===== src/rtl/msg_field_parser_pkg.sv =====
// -----------------------------------------------------------------------------
// msg_field_parser_pkg
// Shared definitions for the 123-byte mining message parser:
//   - byte offsets and lengths of every field in the message
//   - error code enum reported on o_err
//   - parser state enum
//   - field-select enum produced by the byte router
// -----------------------------------------------------------------------------
package msg_field_parser_pkg;

  // Field offsets (byte index of the first byte of each field)
  localparam logic [6:0] OFS_OP     = 7'd2;
  localparam logic [6:0] OFS_FLAGS  = 7'd6;
  localparam logic [6:0] OFS_EXPIRE = 7'd7;
  localparam logic [6:0] OFS_MYADDR = 7'd11;
  localparam logic [6:0] OFS_RDATA  = 7'd43;
  localparam logic [6:0] OFS_PSEED  = 7'd75;
  localparam logic [6:0] OFS_RDATA2 = 7'd91;
  localparam logic [6:0] MSG_LEN    = 7'd123;

  // Field lengths in bytes
  localparam logic [6:0] LEN_OP     = 7'd4;
  localparam logic [6:0] LEN_FLAGS  = 7'd1;
  localparam logic [6:0] LEN_EXPIRE = 7'd4;
  localparam logic [6:0] LEN_MYADDR = 7'd32;
  localparam logic [6:0] LEN_RDATA  = 7'd32;
  localparam logic [6:0] LEN_PSEED  = 7'd16;

  // Index of the final byte of a well-formed message
  localparam logic [6:0] LAST_IDX = MSG_LEN - 7'd1;

  typedef enum logic [1:0] {
    ERR_NONE  = 2'd0,
    ERR_HDR   = 2'd1,
    ERR_LEN   = 2'd2,
    ERR_RDATA = 2'd3
  } err_e;

  typedef enum logic [1:0] {
    RECV  = 2'd0,
    DRAIN = 2'd1,
    DONE  = 2'd2
  } state_e;

  typedef enum logic [3:0] {
    FLD_D1     = 4'd0,
    FLD_D2     = 4'd1,
    FLD_OP     = 4'd2,
    FLD_FLAGS  = 4'd3,
    FLD_EXPIRE = 4'd4,
    FLD_MYADDR = 4'd5,
    FLD_RDATA  = 4'd6,
    FLD_PSEED  = 4'd7,
    FLD_RDATA2 = 4'd8,
    FLD_NONE   = 4'd9
  } field_e;

endpackage


===== src/rtl/msg_field_parser_if.sv =====
// -----------------------------------------------------------------------------
// msg_field_parser_if
// Byte-stream ingress and parse-result egress of msg_field_parser.
//   i_valid/i_data/i_last/o_ready : byte stream into the parser
//   o_valid/i_ready               : result handshake out of the parser
//   o_err, o_op, o_flags, o_expire, o_myaddr, o_rdata, o_pseed : result
// Modports:
//   master : byte source / result consumer (host side)
//   slave  : the parser
// -----------------------------------------------------------------------------
interface msg_field_parser_if;
  logic         i_valid;
  logic [7:0]   i_data;
  logic         i_last;
  logic         o_ready;
  logic         o_valid;
  logic         i_ready;
  logic [1:0]   o_err;
  logic [31:0]  o_op;
  logic [7:0]   o_flags;
  logic [31:0]  o_expire;
  logic [255:0] o_myaddr;
  logic [255:0] o_rdata;
  logic [127:0] o_pseed;

  modport master (
    output i_valid, i_data, i_last, i_ready,
    input  o_ready, o_valid, o_err, o_op, o_flags, o_expire,
           o_myaddr, o_rdata, o_pseed
  );

  modport slave (
    input  i_valid, i_data, i_last, i_ready,
    output o_ready, o_valid, o_err, o_op, o_flags, o_expire,
           o_myaddr, o_rdata, o_pseed
  );
endinterface


===== src/rtl/msg_field_parser_byte_router.sv =====
// -----------------------------------------------------------------------------
// msg_byte_router
// Combinational decode of a message byte index into the field it belongs to
// and the byte lane inside that field.
//   cnt   in  7 : byte index within the message
//   field out   : field select (FLD_NONE beyond the last message byte)
//   lane  out 5 : byte lane counted from the field LSB, so the first byte of a
//                 field maps to its most significant lane
// -----------------------------------------------------------------------------
module msg_byte_router
  import msg_field_parser_pkg::*;
(
  input  logic [6:0] cnt,
  output field_e     field,
  output logic [4:0] lane
);

  localparam logic [6:0] END_OP     = OFS_OP     + LEN_OP     - 7'd1;
  localparam logic [6:0] END_FLAGS  = OFS_FLAGS  + LEN_FLAGS  - 7'd1;
  localparam logic [6:0] END_EXPIRE = OFS_EXPIRE + LEN_EXPIRE - 7'd1;
  localparam logic [6:0] END_MYADDR = OFS_MYADDR + LEN_MYADDR - 7'd1;
  localparam logic [6:0] END_RDATA  = OFS_RDATA  + LEN_RDATA  - 7'd1;
  localparam logic [6:0] END_PSEED  = OFS_PSEED  + LEN_PSEED  - 7'd1;
  localparam logic [6:0] END_RDATA2 = OFS_RDATA2 + LEN_RDATA  - 7'd1;

  // Lane = (last byte of field) - cnt. Every field is at most 32 bytes, so
  // the subtraction is exact when done modulo 32 on the low five bits.
  always_comb begin
    field = FLD_NONE;
    lane  = 5'd0;
    if (cnt == 7'd0) begin
      field = FLD_D1;
    end else if (cnt == 7'd1) begin
      field = FLD_D2;
    end else if (cnt <= END_OP) begin
      field = FLD_OP;
      lane  = END_OP[4:0] - cnt[4:0];
    end else if (cnt <= END_FLAGS) begin
      field = FLD_FLAGS;
    end else if (cnt <= END_EXPIRE) begin
      field = FLD_EXPIRE;
      lane  = END_EXPIRE[4:0] - cnt[4:0];
    end else if (cnt <= END_MYADDR) begin
      field = FLD_MYADDR;
      lane  = END_MYADDR[4:0] - cnt[4:0];
    end else if (cnt <= END_RDATA) begin
      field = FLD_RDATA;
      lane  = END_RDATA[4:0] - cnt[4:0];
    end else if (cnt <= END_PSEED) begin
      field = FLD_PSEED;
      lane  = END_PSEED[4:0] - cnt[4:0];
    end else if (cnt <= END_RDATA2) begin
      field = FLD_RDATA2;
      lane  = END_RDATA2[4:0] - cnt[4:0];
    end
  end

endmodule


===== src/rtl/msg_field_parser.sv =====
// -----------------------------------------------------------------------------
// msg_field_parser
// Parses the 123-byte mining message from a byte stream into registered wide
// field outputs, checking the two header bytes, the message length and that
// both rdata copies agree.
// Ports:
//   i_clk   : clock, rising edge
//   i_rst_n : asynchronous active-low reset
//   bus     : msg_field_parser_if.slave (byte stream in, parse result out)
// Parameters:
//   D1_EXP, D2_EXP : required values of bytes 0 and 1
//   FLAGS_EXP      : required flags byte (byte 6)
// Build option:
//   PARSER_FLAGS_CHECK_EN : when defined, a flags byte other than FLAGS_EXP
//                           is reported as a header error.
// -----------------------------------------------------------------------------
module msg_field_parser
  import msg_field_parser_pkg::*;
#(
  parameter logic [7:0] D1_EXP    = 8'h00,
  parameter logic [7:0] D2_EXP    = 8'hF2,
  parameter logic [7:0] FLAGS_EXP = 8'hFC
) (
  input  logic               i_clk,
  input  logic               i_rst_n,
  msg_field_parser_if.slave  bus
);

`ifdef PARSER_FLAGS_CHECK_EN
  localparam bit FLAGS_CHK = 1'b1;
`else
  localparam bit FLAGS_CHK = 1'b0;
`endif

  state_e       state_reg, state_next;
  logic [6:0]   cnt_reg, cnt_next;
  logic         hdr_err_reg, hdr_err_next;
  logic         len_err_reg, len_err_next;
  logic         rd_err_reg, rd_err_next;

  logic [31:0]  op_reg;
  logic [7:0]   flags_reg;
  logic [31:0]  expire_reg;
  logic [255:0] myaddr_reg;
  logic [255:0] rdata_reg;
  logic [127:0] pseed_reg;

  field_e       fld;
  logic [4:0]   lane;
  logic         ready;
  logic         accept;
  logic         route_en;
  logic         hdr_hit;
  logic         rd_hit;
  err_e         err;

  msg_byte_router u_router (
    .cnt   (cnt_reg),
    .field (fld),
    .lane  (lane)
  );

  assign ready    = (state_reg != DONE);
  assign accept   = bus.i_valid && ready;
  assign route_en = accept && (state_reg == RECV);

  // Per-byte checks against the header constants and the stored first rdata copy
  always_comb begin
    hdr_hit = 1'b0;
    rd_hit  = 1'b0;
    case (fld)
      FLD_D1:     hdr_hit = (bus.i_data != D1_EXP);
      FLD_D2:     hdr_hit = (bus.i_data != D2_EXP);
      FLD_FLAGS:  hdr_hit = FLAGS_CHK && (bus.i_data != FLAGS_EXP);
      FLD_RDATA2: rd_hit  = (rdata_reg[{lane, 3'b000} +: 8] != bus.i_data);
      default:    ;
    endcase
  end

  always_ff @(posedge i_clk or negedge i_rst_n) begin
    if (!i_rst_n) begin
      state_reg   <= RECV;
      cnt_reg     <= 7'd0;
      hdr_err_reg <= 1'b0;
      len_err_reg <= 1'b0;
      rd_err_reg  <= 1'b0;
    end else begin
      state_reg   <= state_next;
      cnt_reg     <= cnt_next;
      hdr_err_reg <= hdr_err_next;
      len_err_reg <= len_err_next;
      rd_err_reg  <= rd_err_next;
    end
  end

  always_comb begin
    state_next   = state_reg;
    cnt_next     = cnt_reg;
    hdr_err_next = hdr_err_reg;
    len_err_next = len_err_reg;
    rd_err_next  = rd_err_reg;
    case (state_reg)
      RECV: begin
        if (accept) begin
          cnt_next     = cnt_reg + 7'd1;
          hdr_err_next = hdr_err_reg | hdr_hit;
          rd_err_next  = rd_err_reg | rd_hit;
          if (cnt_reg == LAST_IDX) begin
            if (bus.i_last) begin
              state_next = DONE;
            end else begin
              // Overlong message: flag it and swallow the tail
              len_err_next = 1'b1;
              state_next   = DRAIN;
            end
          end else if (bus.i_last) begin
            len_err_next = 1'b1;
            state_next   = DONE;
          end
        end
      end
      DRAIN: begin
        if (accept && bus.i_last) begin
          state_next = DONE;
        end
      end
      DONE: begin
        if (bus.i_ready) begin
          state_next   = RECV;
          cnt_next     = 7'd0;
          hdr_err_next = 1'b0;
          len_err_next = 1'b0;
          rd_err_next  = 1'b0;
        end
      end
      default: state_next = RECV;
    endcase
  end

  // Field capture; registers keep their contents across messages
  always_ff @(posedge i_clk or negedge i_rst_n) begin
    if (!i_rst_n) begin
      op_reg     <= '0;
      flags_reg  <= '0;
      expire_reg <= '0;
      myaddr_reg <= '0;
      rdata_reg  <= '0;
      pseed_reg  <= '0;
    end else if (route_en) begin
      case (fld)
        FLD_OP:     op_reg[{lane[1:0], 3'b000} +: 8]     <= bus.i_data;
        FLD_FLAGS:  flags_reg                            <= bus.i_data;
        FLD_EXPIRE: expire_reg[{lane[1:0], 3'b000} +: 8] <= bus.i_data;
        FLD_MYADDR: myaddr_reg[{lane, 3'b000} +: 8]      <= bus.i_data;
        FLD_RDATA:  rdata_reg[{lane, 3'b000} +: 8]       <= bus.i_data;
        FLD_PSEED:  pseed_reg[{lane[3:0], 3'b000} +: 8]  <= bus.i_data;
        default:    ;
      endcase
    end
  end

  // Length beats header beats rdata
  always_comb begin
    err = ERR_NONE;
    if (len_err_reg) begin
      err = ERR_LEN;
    end else if (hdr_err_reg) begin
      err = ERR_HDR;
    end else if (rd_err_reg) begin
      err = ERR_RDATA;
    end
  end

  assign bus.o_ready  = ready;
  assign bus.o_valid  = (state_reg == DONE);
  assign bus.o_err    = err;
  assign bus.o_op     = op_reg;
  assign bus.o_flags  = flags_reg;
  assign bus.o_expire = expire_reg;
  assign bus.o_myaddr = myaddr_reg;
  assign bus.o_rdata  = rdata_reg;
  assign bus.o_pseed  = pseed_reg;

endmodule


===== src/flat_wrapper.sv =====
// flat-port wrapper written by rule: the top's interface ports become plain ports
module msg_field_parser_flat import msg_field_parser_pkg::*;
#(
  parameter logic [7:0] D1_EXP    = 8'h00,
  parameter logic [7:0] D2_EXP    = 8'hF2,
  parameter logic [7:0] FLAGS_EXP = 8'hFC
)
  (i_clk, i_rst_n, bus_i_valid, bus_i_data, bus_i_last, bus_i_ready, bus_o_ready, bus_o_valid, bus_o_err, bus_o_op, bus_o_flags, bus_o_expire, bus_o_myaddr, bus_o_rdata, bus_o_pseed);
  msg_field_parser_if bus_i ();
  input  logic i_clk;
  input  logic i_rst_n;
  input wire logic [$bits(bus_i.i_valid)-1:0] bus_i_valid;
  input wire logic [$bits(bus_i.i_data)-1:0] bus_i_data;
  input wire logic [$bits(bus_i.i_last)-1:0] bus_i_last;
  input wire logic [$bits(bus_i.i_ready)-1:0] bus_i_ready;
  output wire logic [$bits(bus_i.o_ready)-1:0] bus_o_ready;
  output wire logic [$bits(bus_i.o_valid)-1:0] bus_o_valid;
  output wire logic [$bits(bus_i.o_err)-1:0] bus_o_err;
  output wire logic [$bits(bus_i.o_op)-1:0] bus_o_op;
  output wire logic [$bits(bus_i.o_flags)-1:0] bus_o_flags;
  output wire logic [$bits(bus_i.o_expire)-1:0] bus_o_expire;
  output wire logic [$bits(bus_i.o_myaddr)-1:0] bus_o_myaddr;
  output wire logic [$bits(bus_i.o_rdata)-1:0] bus_o_rdata;
  output wire logic [$bits(bus_i.o_pseed)-1:0] bus_o_pseed;
  assign bus_i.i_valid = bus_i_valid;
  assign bus_i.i_data = bus_i_data;
  assign bus_i.i_last = bus_i_last;
  assign bus_i.i_ready = bus_i_ready;
  assign bus_o_ready = bus_i.o_ready;
  assign bus_o_valid = bus_i.o_valid;
  assign bus_o_err = bus_i.o_err;
  assign bus_o_op = bus_i.o_op;
  assign bus_o_flags = bus_i.o_flags;
  assign bus_o_expire = bus_i.o_expire;
  assign bus_o_myaddr = bus_i.o_myaddr;
  assign bus_o_rdata = bus_i.o_rdata;
  assign bus_o_pseed = bus_i.o_pseed;
  msg_field_parser #(.D1_EXP(D1_EXP), .D2_EXP(D2_EXP), .FLAGS_EXP(FLAGS_EXP)) u_core (.i_clk(i_clk), .i_rst_n(i_rst_n), .bus(bus_i));
endmodule

===== config.mk =====
export PLATFORM = sky130hd
export DESIGN_NAME = msg_field_parser_flat
export DESIGN_NICKNAME = d
export VERILOG_FILES = /design/src/rtl/msg_field_parser_pkg.sv /design/src/rtl/msg_field_parser_if.sv /design/src/rtl/msg_field_parser_byte_router.sv /design/src/rtl/msg_field_parser.sv /design/src/flat_wrapper.sv
export SDC_FILE = /design/constraint.sdc
export NUM_CORES = 1
export LEC_CHECK = 0
export ABC_AREA = 1
export CORE_AREA = 2 2 284 286
export CTS_CLUSTER_SIZE = 16
export DETAILED_ROUTE_END_ITERATION = 7
export DIE_AREA = 0 0 286 288
export PLACE_DENSITY = 0.64
export SLEW_MARGIN = 20
export SYNTH_ARGS = -nofsm -noshare
export SYNTH_HDL_FRONTEND = slang
export SYNTH_SLANG_ARGS = --single-unit

===== constraint.sdc =====
create_clock -name i_clk -period 5.1 [get_ports i_clk]
set_input_delay 0.51 -clock i_clk [delete_from_list [all_inputs] [get_ports i_clk]]
set_output_delay 0.51 -clock i_clk [all_outputs]
set_load 0.005 [all_outputs]

==> results of run 1 <==
[cell usage after synthesis, types with 3 or more instances]
library cell  number
nor2_4            13
nand3_2           12
buf_4              6
mux2_1             6
nor2_2            20
inv_1            148
buf_2             98
nand3_4            7
nor3_1            13
xor2_1             4
inv_4              5
nand2_1         1022
buf_6              9
inv_2             18
o21ai_1          293
clkinv_1           3
nand4_1            7
a31oi_1           10
nand3_1          357
o31ai_1            8
clkbuf_1          70
nand2_2           50
o21a_1            26
nor2_8             4
o21ai_0          379
a21oi_1           21
ha_1              14
dfrtp_1          724
buf_1             18
o21ai_2           21
nor2_1           143
[cells by family after synthesis]
kind of cell / share of synthesized area, %
and+or+nand+nor: 23.3
AOI/OAI and AO/OA: 12.9
DFF: 57.7
buffers and inverters: 5.26
adders and majority gates: 0.558
muxes: 0.215
xor gates and xnor gates: 0.111
[power breakdown]
part / switching, mW / internal (mW)
Clock: 2.51 / 3.48
Combinational: 11.7 / 4.19
Sequential: 0.712 / 6.62
[area by class of cell]
class | instances | area [um2] | share of cell area (%)
Sequential cell | 724 | 18100 | 42.9
Multi-Input combinational cell | 2450 | 11700 | 27.7
Timing Repair Buffer | 778 | 7730 | 18.3
Clock buffer | 114 | 2300 | 5.45
Tap cell | 1060 | 1330 | 3.14
Inverter | 174 | 666 | 1.58
Clock inverter | 29 | 394 | 0.934
[worst min-delay path by stage]
stage	endpoint	startpoint	slack, ps
5_1_grt	u_core.bus.o_myaddr[254]	u_core.bus.o_myaddr[254]	490
3_5_place_dp	u_core.bus.o_myaddr[254]	u_core.bus.o_myaddr[254]	470
3_3_place_gp	u_core.bus.o_myaddr[133]	u_core.bus.o_myaddr[133]	460
4_1_cts	u_core.bus.o_myaddr[254]	u_core.bus.o_myaddr[254]	480
6_report	u_core.bus.o_myaddr[254]	u_core.bus.o_myaddr[254]	480
2_1_floorplan	u_core.bus.o_expire[0]	i_rst_n	210
[stage by stage]
stage / instance area [um2] / hold slack [ps]
global placement: 39500 / 464
detailed placement: 39500 / 467
finish: 42200 / 481
floorplan: 31400 / 214
CTS: 42200 / 482
global route: 42200 / 493
[worst min-delay path, delay by kind of cell (launching register included)]
family          cells  cell delay, ps
compound gates      1              50
flops               1             340
simple gates        1              60
[metal layers]
layer	share of wire, %	vias to the layer above
met2	46	1395
met3	8.8	268
met4	4.7	4
li1	-	13029
met1	41	14294
met5	0.018	-
==> out/metrics.csv, run 1 <==
stage,metric,value,unit
status,outcome,completed,
critical_path,arrival,5270,ps
layout,mostFrequentLayoutCell,nand2_1,
die,fp.dieH,288,um
critical_path,cp-end-kind,flip-flop,
grt,grt_pass1_vias,27112,
synthesis,ys_seq_elements,724,
grt,use_met2,52.6,%
cts,clock_sinks,724,
layout,mostFrequentLayoutCells,"1020 x nand2_1, 727 x clkdlybuf4s50_1, 724 x dfrtp_1, 379 x o21ai_0, 356 x nand3_1",
synthesis,ys_warn_count,0,
placement,hpwlAfterDp,108000,um
layout,drive_above_1_share,7.99,%
synthesis,syn-num-nets,3577,
synthesis,synthesis.area,31400,um2
synthesis,yosys-top-cells-area,"dfrtp_1 58%, nand2_1 12%, o21ai_0 6.0%, nand3_1 5.7%, o21ai_1 4.7%",
cts,holdBufCountCts,1,
critical_path,critical-path-top-delay-family,simple AND/OR/NAND/NOR gates,
sta,max_slew_margin,21.2,%
sta,finClkSkew,30.9,ps
layout,nets,4235,
synthesis,synth_top_cell_by_area,dfrtp_1,
critical_path,cp_common_cell,nand2_1,
grt,grt_pass1_wl,201000,um
critical_path,timing.rr.end,u_core.bus.o_pseed[109],
critical_path,crit_buf_inv,4,
die,initial_core_util,39.5,%
sta,hold_violations,0,
critical_path,r2r-start,u_core.cnt_reg[2],
cts,cts_tree,done,
sta,period_needed,4730,ps
routing,drtAntennaViolNets,0,
die,core,79600,um2
routing,routed_wl,143000,um
power,power.leakage,17.6,nW
hold_path,whs_path_depth,2,
sta,min_period_over_period,92.8,%
cts,cts-htree-levels,3,
critical_path,critical_path.startpoint,u_core.cnt_reg[2],
sta,setup_ws,368,ps
die,io_pins,729,
grt,track_usage,33.9,%
critical_path,cp-endpoint,u_core.bus.o_pseed[109],
grt,grt_max_degree,142,
critical_path,crit_type,flip-flop to flip-flop,
routing,drc,0,
hold_path,hold_class,flip-flop to flip-flop,
placement,dpl.cell_count,5185,
layout,finalNonFillerCells,5329,
cts,clk_pin_slew,60,ps
layout,synthToLayoutAreaGrowth,34.4,%
die,rows,104,
sta,setup_viol,0,
placement,globalplace.congestion,0.975,
synthesis,netlist_instances,3550,
critical_path,cp_data_required_time,5640,ps
grt,top_usage_layer,met2,
synthesis,synth_edf_count,0,
placement,place_ws,519,ps
routing,vias_per_cell,5.44,
synthesis,syn_avg_cell_area,8.85,um2
synthesis,yosysSeqAreaShare,57.7,%
cts,cts_resized,0,
placement,portBuffers,728,
die,dieArea,82400,um2
layout,n_fill_cell,7612,
sta,rsz0062_at_grt,false,
routing,vias,28990,
routing,drt_first_pass_iters,6,
critical_path,crit_slowest_cell,buf_4,
synthesis,synthFlopType,dfrtp_1,
synthesis,synth_top_area_share,57.7,%
critical_path,rr_worst_depth,20,
sta,max_freq,0.211,GHz
grt,use_met3,7.65,%
grt,overflow,0,
cts,clockBufferDepth,3,
routing,wl_per_cell,26.8,um
critical_path,crit_path_cell_trace,inv_1 > ha_1 > nand2_1 > nand2_2 > nor2_4 > nor2_1 > nand2_1 > nand2_2 > nand2_4 > buf_4 > nand3_2 > nand2_1 > nand2_8 > inv_4 > nor2_2 > nand2_1 > inv_2 > nand2_1 > nand2_1 > o21ai_1,
cts,insertion_delay,650,ps
flow_run,max_cap_violations,0,
critical_path,worstSetupStartpointType,flip-flop,
cts,cts_buffers,80,
layout,antennaDiodeCount,0,
layout,fin_util,53.0,%
routing,drt_iter0_markers,3114,
sta,setup_tns,0,ps
critical_path,slowest_delay,730,ps
power,power,29.2,mW
critical_path,path_depth,20,
synthesis,synth_cell_types,48,
power,vdd_ir_drop_max,0.000682,V
synthesis,async_reset_ff_share,100,%
sta,slew_violations,0,
cts,post_cts_buffers,0,
sta,worst_pin_slew,1180,ps
power,cellPowerDensity,692,nW/um2
grt,globalRouteMet1Util,45.5,%
cts,cts_root_buf,clkbuf_16,
critical_path,reg2reg_slack,370,ps
grt,grt_antenna_before_repair,3,
die,die-width,286,um
critical_path,path_max_fanout,79,
Note: power is estimated with default switching activity, not from simulation.
==> run 2: changes to the inputs <==
--- a/config.mk
+++ b/config.mk
@@ -11,7 +11,7 @@
 export DETAILED_ROUTE_END_ITERATION = 7
 export DIE_AREA = 0 0 286 288
 export PLACE_DENSITY = 0.64
-export SLEW_MARGIN = 20
+export SLEW_MARGIN = 30
 export SYNTH_ARGS = -nofsm -noshare
 export SYNTH_HDL_FRONTEND = slang
 export SYNTH_SLANG_ARGS = --single-unit
==> out/metrics.csv, run 2 (same netlist as run 1, synthesis figures left out) <==
stage,metric,value,unit,change
layout,synthToLayoutAreaGrowth,34.4,%,unchanged
placement,post_dp_cell_area,39500,um2,unchanged
sta,finClkSkew,31.1,ps,was 30.9 ps
placement,globalplace.congestion,0.975,,unchanged
layout,drive_above_1_share,8.01,%,was 7.99%
die,initial_core_util,39.5,%,unchanged
layout,nets,4235,,unchanged
grt,grt_antenna_before_repair,3,,unchanged
power,internal-power,14.3,mW,unchanged
sta,max_slew_margin,35.4,%,was 21.2%
routing,drt_iter0_markers,3118,,was 3114
sta,hold_violations,0,,unchanged
cts,cts_buffers,80,,unchanged
die,fp.dieH,288,um,unchanged
sta,max_freq,0.211,GHz,about the same
routing,wl_per_cell,26.8,um,about the same
sta,setup_tns,0,ps,unchanged
critical_path,arrival,5270,ps,about the same
die,core,79600,um2,unchanged
cts,clk_pin_slew,60,ps,about the same
power,power.switching,14.9,mW,about the same
hold_path,whs_path_depth,2,,unchanged
routing,drtAntennaViolNets,0,,unchanged
placement,hpwlAfterDp,108000,um,unchanged
hold_path,worstHoldStart,u_core.bus.o_myaddr[254],,unchanged
sta,period_needed,4730,ps,about the same
layout,n_fill_cell,7612,,unchanged
routing,drc,0,,unchanged
grt,overflow,0,,unchanged
grt,grt_pass1_vias,27112,,unchanged
sta,worst_pin_slew,969,ps,was 1180 ps
placement,portBuffers,728,,unchanged
power,vdd_ir_drop_max,0.000681,V,was 0.000682 V
status,outcome,completed,,unchanged
power,cellPowerDensity,692,nW/um2,about the same
cts,cts-htree-levels,3,,unchanged
power,power_frac_comb,54.4,%,about the same
grt,track_usage,33.9,%,unchanged
sta,setup_viol,0,,unchanged
die,die-width,286,um,unchanged
power,power.leakage,17.6,nW,about the same
power,p_sw_share,51.1,%,about the same
flow_run,max_cap_violations,0,,unchanged
routing,vias,28960,,about the same
critical_path,timing.rr.end,u_core.bus.o_pseed[109],,unchanged
critical_path,rr_worst_depth,20,,unchanged
critical_path,worstSetupStartpointType,flip-flop,,unchanged
power,pwr-share-seq,25.1,%,about the same
critical_path,crit_type,flip-flop to flip-flop,,unchanged
die,io_pins,729,,unchanged
critical_path,path_max_fanout,79,,unchanged
layout,antennaDiodeCount,0,,unchanged
cts,cts_tree,done,,unchanged
critical_path,cp-end-kind,flip-flop,,unchanged
power,clock_power_share,20.5,%,about the same
cts,clock_sinks,724,,unchanged
critical_path,reg2reg_slack,370,ps,about the same
critical_path,r2r-start,u_core.cnt_reg[2],,unchanged
sta,min_period_over_period,92.7,%,was 92.8%
sta,slew_violations,0,,unchanged
routing,routed_wl,143000,um,about the same
sta,rsz0062_at_grt,false,,unchanged
die,rows,104,,unchanged
grt,grt_pass1_wl,201000,um,unchanged
critical_path,cp_data_required_time,5640,ps,about the same
die,dieArea,82400,um2,unchanged
layout,mostFrequentLayoutCells,"1020 x nand2_1, 727 x clkdlybuf4s50_1, 724 x dfrtp_1, 379 x o21ai_0, 356 x nand3_1",,unchanged
layout,mostFrequentLayoutCell,nand2_1,,unchanged
layout,final_cell_area,42200,um2,unchanged
hold_path,min_to,u_core.bus.o_myaddr[254],,unchanged
cts,clockBufferDepth,3,,unchanged
routing,vias_per_cell,5.43,,was 5.44
grt,grt_max_degree,142,,unchanged
hold_path,hold_class,flip-flop to flip-flop,,unchanged
cts,insertion_delay,650,ps,about the same
cts,cts_root_buf,clkbuf_16,,unchanged
routing,drt_first_pass_iters,5,,was 6
## run 2: layout make-up
class	instances	area (um2)	area share, %
clock buffers	114	2300	5.45
repair buffers	778	7730	18.3
clock inverters	29	394	0.934
well taps	1060	1330	3.14
inverters	174	666	1.58
multi-input cells	2450	11700	27.7
flip-flops and latches	724	18100	42.9
## run 2: worst max path at each step
stage | start | endpoint | slack (ps) | cells after the start
final | u_core.cnt_reg[2] | u_core.bus.o_pseed[109] | 370 | 20
after global routing | u_core.cnt_reg[1] | u_core.bus.o_pseed[101] | 60 | 21
after detailed placement | u_core.cnt_reg[2] | u_core.bus.o_pseed[109] | 520 | 20
after floorplan | u_core.cnt_reg[2] | u_core.bus.o_rdata[84] | 1330 | 25
after global placement | u_core.cnt_reg[2] | u_core.bus.o_pseed[81] | 510 | 19
after CTS | u_core.cnt_reg[2] | u_core.bus.o_pseed[109] | 470 | 20
## run 2: power by group through the flow
stage          Combinational (mW)  Sequential, mW  Clock (mW)
4_1_cts                      15.6            7.31        6.05
5_1_grt                      16.7            7.41        6.28
2_1_floorplan                8.82            7.28           0
6_report                     15.9            7.33        5.98
3_5_place_dp                 15.6            7.39           0
3_3_place_gp                 15.6            7.38           0
## run 2: per-stage QoR
| stage | utilization, % | hold slack, ps | power [mW] | std cells | worst slack [ps] |
|---|---|---|---|---|---|
| CTS | 53.0 | 482 | 29.0 | 5329 | 467 |
| detailed placement | 49.6 | 467 | 23.0 | 5185 | 519 |
| finish | 53.0 | 481 | 29.2 | 5329 | 371 |
| global placement | 49.6 | 464 | 22.9 | 5185 | 506 |
| floorplan | - | 214 | 16.1 | 3550 | 1330 |
| global route | 53.0 | 493 | 30.4 | 5329 | 56.2 |
## run 2: worst max-delay path: stages, from the launching register on
cell,delay [ps]
dfrtp_1,560
inv_1,150
ha_1,200
nand2_1,100
nand2_2,120
nor2_4,180
nor2_1,60
nand2_1,70
nand2_2,70
nand2_4,80
buf_4,730
nand3_2,230
nand2_1,220
nand2_8,170
inv_4,500
nor2_2,150
nand2_1,160
inv_2,80
nand2_1,490
nand2_1,130
o21ai_1,110
## run 2: timing repair
| item | CTS | global route |
|---|---|---|
| setup endpoints to repair | 0 | 0 |
| endpoints found under the hold margin | 77 | 0 |
| resized for setup | 0 | 0 |
| buffers inserted | 0 | 0 |
| hold buffers | 1 | 0 |
## run 2: layer usage
layer,part of all wire (%),track usage (%),up-vias,routed length (um)
li1,-,-,13029,-
met1,41,45.5,14302,58300
met2,46,52.6,1365,65500
met3,8.7,7.65,260,12400
met4,4.6,14.9,4,6530
met5,0.018,0,-,26
